**config.mk**
```make
export PLATFORM = sky130hd
export DESIGN_NAME = mm_mac_scheduler
export DESIGN_NICKNAME = d
export VERILOG_FILES = /design/src/rtl/mm_mac_scheduler.sv
export SDC_FILE = /design/constraint.sdc
export NUM_CORES = 1
export LEC_CHECK = 0
export BUFFER_PORTS_ARGS = -buffer_cell sky130_fd_sc_hd__clkbuf_2
export CELL_PAD_IN_SITES_DETAIL_PLACEMENT = 0
export CELL_PAD_IN_SITES_GLOBAL_PLACEMENT = 1
export CORE_ASPECT_RATIO = 1.1
export CORE_UTILIZATION = 50
export CTS_BUF_LIST = sky130_fd_sc_hd__clkbuf_4
export DETAILED_ROUTE_END_ITERATION = 10
export PLACE_DENSITY_LB_ADDON = 0.2
export SYNTH_ARGS = -nofsm -noshare
export SYNTH_HDL_FRONTEND = slang
export SYNTH_SLANG_ARGS = --single-unit
```
**constraint.sdc**
```tcl
create_clock -name clk -period 9.7 [get_ports clk]
set_clock_uncertainty 0.05 [all_clocks]
set_input_delay 1.455 -clock clk [delete_from_list [all_inputs] [get_ports clk]]
set_output_delay 1.455 -clock clk [all_outputs]
set_load 0.02 [all_outputs]
```
**src/rtl/mm_mac_scheduler.sv**
```systemverilog
// mm_mac_scheduler: sequences M1/M2 register-file reads and MAC strobes for one C = M1*M2 job,
// presenting each finished C[i][j] with a valid/ready handshake.
module mm_mac_scheduler #(
   parameter int IDX_W = 4,
   parameter int DIM_W = 2
) (
   input  logic             clk,
   input  logic             rst,
   input  logic             start,
   input  logic [DIM_W-1:0] m1_rows,
   input  logic [DIM_W-1:0] m1_cols,
   input  logic [DIM_W-1:0] m2_rows,
   input  logic [DIM_W-1:0] m2_cols,
   input  logic             out_ready,
   output logic             busy,
   output logic             is_legal,
   output logic [IDX_W-1:0] m1_read_idx,
   output logic [IDX_W-1:0] m2_read_idx,
   output logic             acc_clr,
   output logic             acc_en,
   output logic             valid,
   output logic             change_row,
   output logic             done
);
   typedef enum logic [2:0] {IDLE, CHECK, MAC, EMIT, DONE} state_t;
   state_t state_q, state_d;
   logic [DIM_W-1:0] m1r_q, m1r_d, m1c_q, m1c_d, m2r_q, m2r_d, m2c_q, m2c_d;
   logic [DIM_W-1:0] i_q, i_d, j_q, j_d, k_q, k_d;
   logic [IDX_W-1:0] m1_idx_q, m1_idx_d, m2_idx_q, m2_idx_d;
   logic legal_q, legal_d, busy_q, busy_d, clr_q, clr_d, en_q, en_d;
   logic valid_q, valid_d, row_q, row_d, done_q, done_d;
   always_comb begin
      state_d = state_q;
      m1r_d = m1r_q;
      m1c_d = m1c_q;
      m2r_d = m2r_q;
      m2c_d = m2c_q;
      i_d = i_q;
      j_d = j_q;
      k_d = k_q;
      legal_d = legal_q;
      case (state_q)
         IDLE: if (start) begin
            state_d = CHECK;
            m1r_d = m1_rows;
            m1c_d = m1_cols;
            m2r_d = m2_rows;
            m2c_d = m2_cols;
            legal_d = 1'b0;
         end
         CHECK: begin
            legal_d = (m1c_q == m2r_q);
            state_d = legal_d ? MAC : DONE;
            i_d = '0;
            j_d = '0;
            k_d = '0;
         end
         MAC: if (k_q == m1c_q) state_d = EMIT; else k_d = k_q + 1'b1;
         EMIT: if (out_ready) begin
            if (i_q == m1r_q && j_q == m2c_q) state_d = DONE;
            else begin
               state_d = MAC;
               k_d = '0;
               j_d = (j_q == m2c_q) ? '0 : j_q + 1'b1;
               i_d = (j_q == m2c_q) ? i_q + 1'b1 : i_q;
            end
         end
         DONE: state_d = IDLE;
         default: state_d = IDLE;
      endcase
      // outputs are derived from the next state so they line up with the registered state
      busy_d = (state_d != IDLE);
      en_d = (state_d == MAC);
      clr_d = en_d && (k_d == '0);
      valid_d = (state_d == EMIT);
      row_d = valid_d && (j_d == m2c_d);
      done_d = (state_d == DONE);
      m1_idx_d = en_d ? IDX_W'(i_d) * (IDX_W'(m1c_d) + IDX_W'(1)) + IDX_W'(k_d) : valid_d ? m1_idx_q : '0;
      m2_idx_d = en_d ? IDX_W'(k_d) * (IDX_W'(m2c_d) + IDX_W'(1)) + IDX_W'(j_d) : valid_d ? m2_idx_q : '0;
   end
   always_ff @(posedge clk or negedge rst) begin
      if (!rst) begin
         state_q <= IDLE;
         m1r_q <= '0;
         m1c_q <= '0;
         m2r_q <= '0;
         m2c_q <= '0;
         i_q <= '0;
         j_q <= '0;
         k_q <= '0;
         m1_idx_q <= '0;
         m2_idx_q <= '0;
         legal_q <= 1'b0;
         busy_q <= 1'b0;
         clr_q <= 1'b0;
         en_q <= 1'b0;
         valid_q <= 1'b0;
         row_q <= 1'b0;
         done_q <= 1'b0;
      end else begin
         state_q <= state_d;
         m1r_q <= m1r_d;
         m1c_q <= m1c_d;
         m2r_q <= m2r_d;
         m2c_q <= m2c_d;
         i_q <= i_d;
         j_q <= j_d;
         k_q <= k_d;
         m1_idx_q <= m1_idx_d;
         m2_idx_q <= m2_idx_d;
         legal_q <= legal_d;
         busy_q <= busy_d;
         clr_q <= clr_d;
         en_q <= en_d;
         valid_q <= valid_d;
         row_q <= row_d;
         done_q <= done_d;
      end
   end
   assign busy = busy_q;
   assign is_legal = legal_q;
   assign m1_read_idx = m1_idx_q;
   assign m2_read_idx = m2_idx_q;
   assign acc_clr = clr_q;
   assign acc_en = en_q;
   assign valid = valid_q;
   assign change_row = row_q;
   assign done = done_q;
endmodule

```
==> impl_metrics.py <==
metrics = {
    "timing": {
        "maxSlewViolCount": 0,
        "max_slew_margin": 0.494,
        "worst_slew_pin_slew_ns": 0.760,
        "finalHoldWorstSlack_ns": 0.459,
        "min_period_ns": 4.32,
        "final_hold_viol_count": 0,
        "maxClockFrequency_ghz": 0.231,
        "rsz0062_at_grt": "false",
        "fin_crit_sh": 0.446,
        "tns_ns": 0,
        "setup_viol": 0,
    },
    "placement": {
        "dp_hpwl_um": 2580,
        "port_buffers": 26,
        "place.gp.congestion": 0.781,
    },
    "setup_path": {
        "cp_cell_sequence": "clkbuf_2 -> nor4b_2 -> buf_4 -> mux2i_1 -> clkinv_1 -> ha_1 -> nand2_1 -> fa_1 -> inv_1 -> ha_1 -> fa_1 -> xor2_1 -> nand3_1 -> a32o_1",
        "critPathKind": "primary input to register",
        "r2r-start": "state_q[1]",
        "required_ns": 9.87,
        "endpoint_kind": "register",
        "r2r-end": "m2_read_idx[3]",
        "cp_slowest_cell": "fa_1",
        "rrSetupSlack_ns": 5.84,
        "cp-start-kind": "primary input",
        "r2r_cells": 13,
        "worstPathMaxFanout": 10,
        "cp.arrival_ns": 4.49,
        "crit_path_max_incr_delay_ns": 0.49,
    },
    "worst_hold_path": {
        "hold_class": "register to register",
        "holdPathStages": 1,
        "whs_endpoint": "m2_read_idx[1]",
        "min-delay-start": "m2_read_idx[1]",
    },
    "synthesis": {
        "synth-edff-count": 0,
        "synthArstFlopShare": 1.00,
        "syn-num-nets": 186,
        "syn_avg_cell_area_um2": 11.4,
        "syn_area_um2": 1840,
        "synth_flop_cell": "dfrtp_1",
        "seq_area_frac_synth": 0.435,
        "synth_top_area_cell": "dfrtp_1",
        "yosys.area.top_type_share": 0.435,
        "ys_ff_latch": 32,
        "yosysWarnings": 0,
        "synthTopCellsByArea": "dfrtp_1 (44%), ha_1 (5.4%), fa_1 (4.4%), a22o_1 (3.8%), xor2_1 (3.8%)",
        "yosysMostFrequentCell": "dfrtp_1",
        "synth_cell_types": 44,
        "synth_common_cells": "dfrtp_1 (32), nand2_1 (11), inv_1 (10)",
        "syn_inst": 162,
    },
    "clocking": {
        "path_clk_slew_ns": 0.09,
        "worst_skew_pair.late_latency_ns": 0.33,
        "cts-root-buf": "clkbuf_4",
        "cts_setup_buffers": 0,
        "clock_sinks": 32,
        "cts_made_buffers": 5,
        "post_cts_resized": 0,
        "clk_path_buf_depth": 2,
        "cts_max_level": 2,
        "cts_tree": "built",
        "cts-hold-fix-buffers": 0,
    },
    "floorplan": {
        "core-area_um2": 3410,
        "fp-row-count": 22,
        "dieArea_um2": 3930,
        "io_pins": 27,
        "start_util": 0.539,
        "die_h_um": 65.6,
        "die_x_um": 59.8,
    },
    "drt": {
        "wl_per_cell_um": 14.3,
        "first_pass_iters": 4,
        "antenna_left": 0,
        "drt_iter0_markers": 36,
        "vias": 1299,
        "drc": 0,
        "avgViaCountPerCell": 5.44,
        "drt_wl_total_um": 3410,
    },
    "job": {
        "max_cap_viol_count": 0,
    },
    "power": {
        "p_comb_frac": 0.456,
        "pwr-share-seq": 0.410,
        "p_int_uw": 303,
        "vdd_drop_max_uv": 159,
        "p_switching_uw": 221,
        "p_clk_frac": 0.134,
        "swShare": 0.423,
        "pwr_density_cell_nw_per_um2": 257,
        "p_leak_nw": 1.02,
    },
    "global_route": {
        "grt_pass1_wl_um": 6090,
        "antenna_found_initial": 0,
        "grtUsageTotal": 0.215,
        "grt_pass1_vias": 1359,
        "grt_start_max_net_pins": 33,
        "gr-total-overflow": 0,
    },
    "finish": {
        "syn2layout_area_growth_pct": 10.9,
        "antenna_cells": 0,
        "drive_above_1_share": 0.288,
        "final_nets": 214,
    },
    "outcome": {
        "status": "completed",
    },
}
==> metal layers <==
layer | vias to the layer above | track usage | wire, µm | share of wire
met5 | - | 0 | 0 | 0
met4 | 0 | 0.113 | 106 | 0.031
met3 | 9 | 0.0591 | 137 | 0.040
met2 | 35 | 0.344 | 1690 | 0.50
met1 | 628 | 0.260 | 1480 | 0.43
li1 | 627 | - | - | -
==> through the flow <==
stage                     power [mW]  worst slack (ns)  utilization  instance area, µm²  cells
after floorplan                0.404              5.28            -                1840    162
after global placement         0.446              5.19        0.582                1990    231
after detailed placement       0.457              5.02        0.582                1990    231
after CTS                      0.528              5.37        0.598                2040    239
after global routing           0.570              5.20        0.598                2040    239
final                          0.524              5.38        0.598                2040    239
==> state kept, by name, summed over array words and instances (netlist names) <==
name         count
m1c_q            2
m1r_q            2
is_legal         1
i_q              2
acc_en           1
busy             1
j_q              2
done             1
m1_read_idx      4
m2c_q            2
acc_clr          1
change_row       1
k_q              2
m2_read_idx      4
state_q          3
valid            1
m2r_q            2
==> layout make-up <==
type | instances | area, µm²
Clock buffer | 5 | 37.5
Inverter | 11 | 41.3
Clock inverter | 3 | 13.8
Timing Repair Buffer | 27 | 138
Multi-Input combinational cell | 113 | 948
Fill cell | 321 | 1370
Sequential cell | 32 | 801
Tap cell | 48 | 60.1
==> power by group through the flow <==
| stage | Clock, mW | Sequential, mW | Combinational (mW) |
|---|---|---|---|
| floorplan | 0 | 0.218 | 0.186 |
| global placement | 0 | 0.215 | 0.231 |
| detailed placement | 0 | 0.218 | 0.239 |
| CTS | 0.0725 | 0.216 | 0.240 |
| global route | 0.0782 | 0.223 | 0.269 |
| finish | 0.0703 | 0.215 | 0.239 |
==> cells by family after synthesis <==
family | Yosys count | share of synthesized area
simple gates | 46 | 0.154
flops | 32 | 0.435
compound gates | 31 | 0.132
buf+inv | 17 | 0.0524
xor+xnor | 15 | 0.0755
fa+ha+maj | 12 | 0.0980
mux | 9 | 0.0531
==> layout by cell type, fill, tap and decap left out, types with 2 or more instances in the layout <==
cell type	synthesis	routed
dfrtp_1	32	32
clkbuf_2	0	26
nand2_1	11	11
inv_1	10	10
xor2_1	8	8
a22o_1	8	8
ha_1	8	8
nor2_1	7	7
xnor2_1	6	6
mux2_2	6	6
o21ai_0	5	5
and2_1	5	5
clkbuf_4	0	5
or2_2	4	4
fa_1	4	4
a21oi_1	3	3
mux2i_1	3	3
nor2b_1	3	3
a21o_1	3	3
nor4b_1	3	2
nand3_1	2	2
clkinv_1	1	2
a32o_1	2	2
a22o_2	2	2
a31oi_1	2	2
clkinv_2	0	2
==> worst max-delay path, delay by kind of cell <==
family / cells / cell delay [ns]
and+or+nand+nor: 3 / 0.33
adders and majority gates: 4 / 1.42
AOI/OAI and AO/OA: 1 / 0.26
muxes: 1 / 0.27
buffers and inverters: 4 / 0.53
xor gates and xnor gates: 1 / 0.23
==> how the worst max path moves through the flow <==
stage	start	to	slack [ns]	cells past startpoint
detailed placement	start	m2_read_idx[3]	5.02	14
CTS	start	m2_read_idx[3]	5.37	14
global route	start	m2_read_idx[3]	5.20	14
finish	start	m2_read_idx[3]	5.38	14
floorplan	start	m2_read_idx[3]	5.28	13
global placement	start	m2_read_idx[3]	5.19	14
Note: power is estimated with default switching activity, not from simulation.
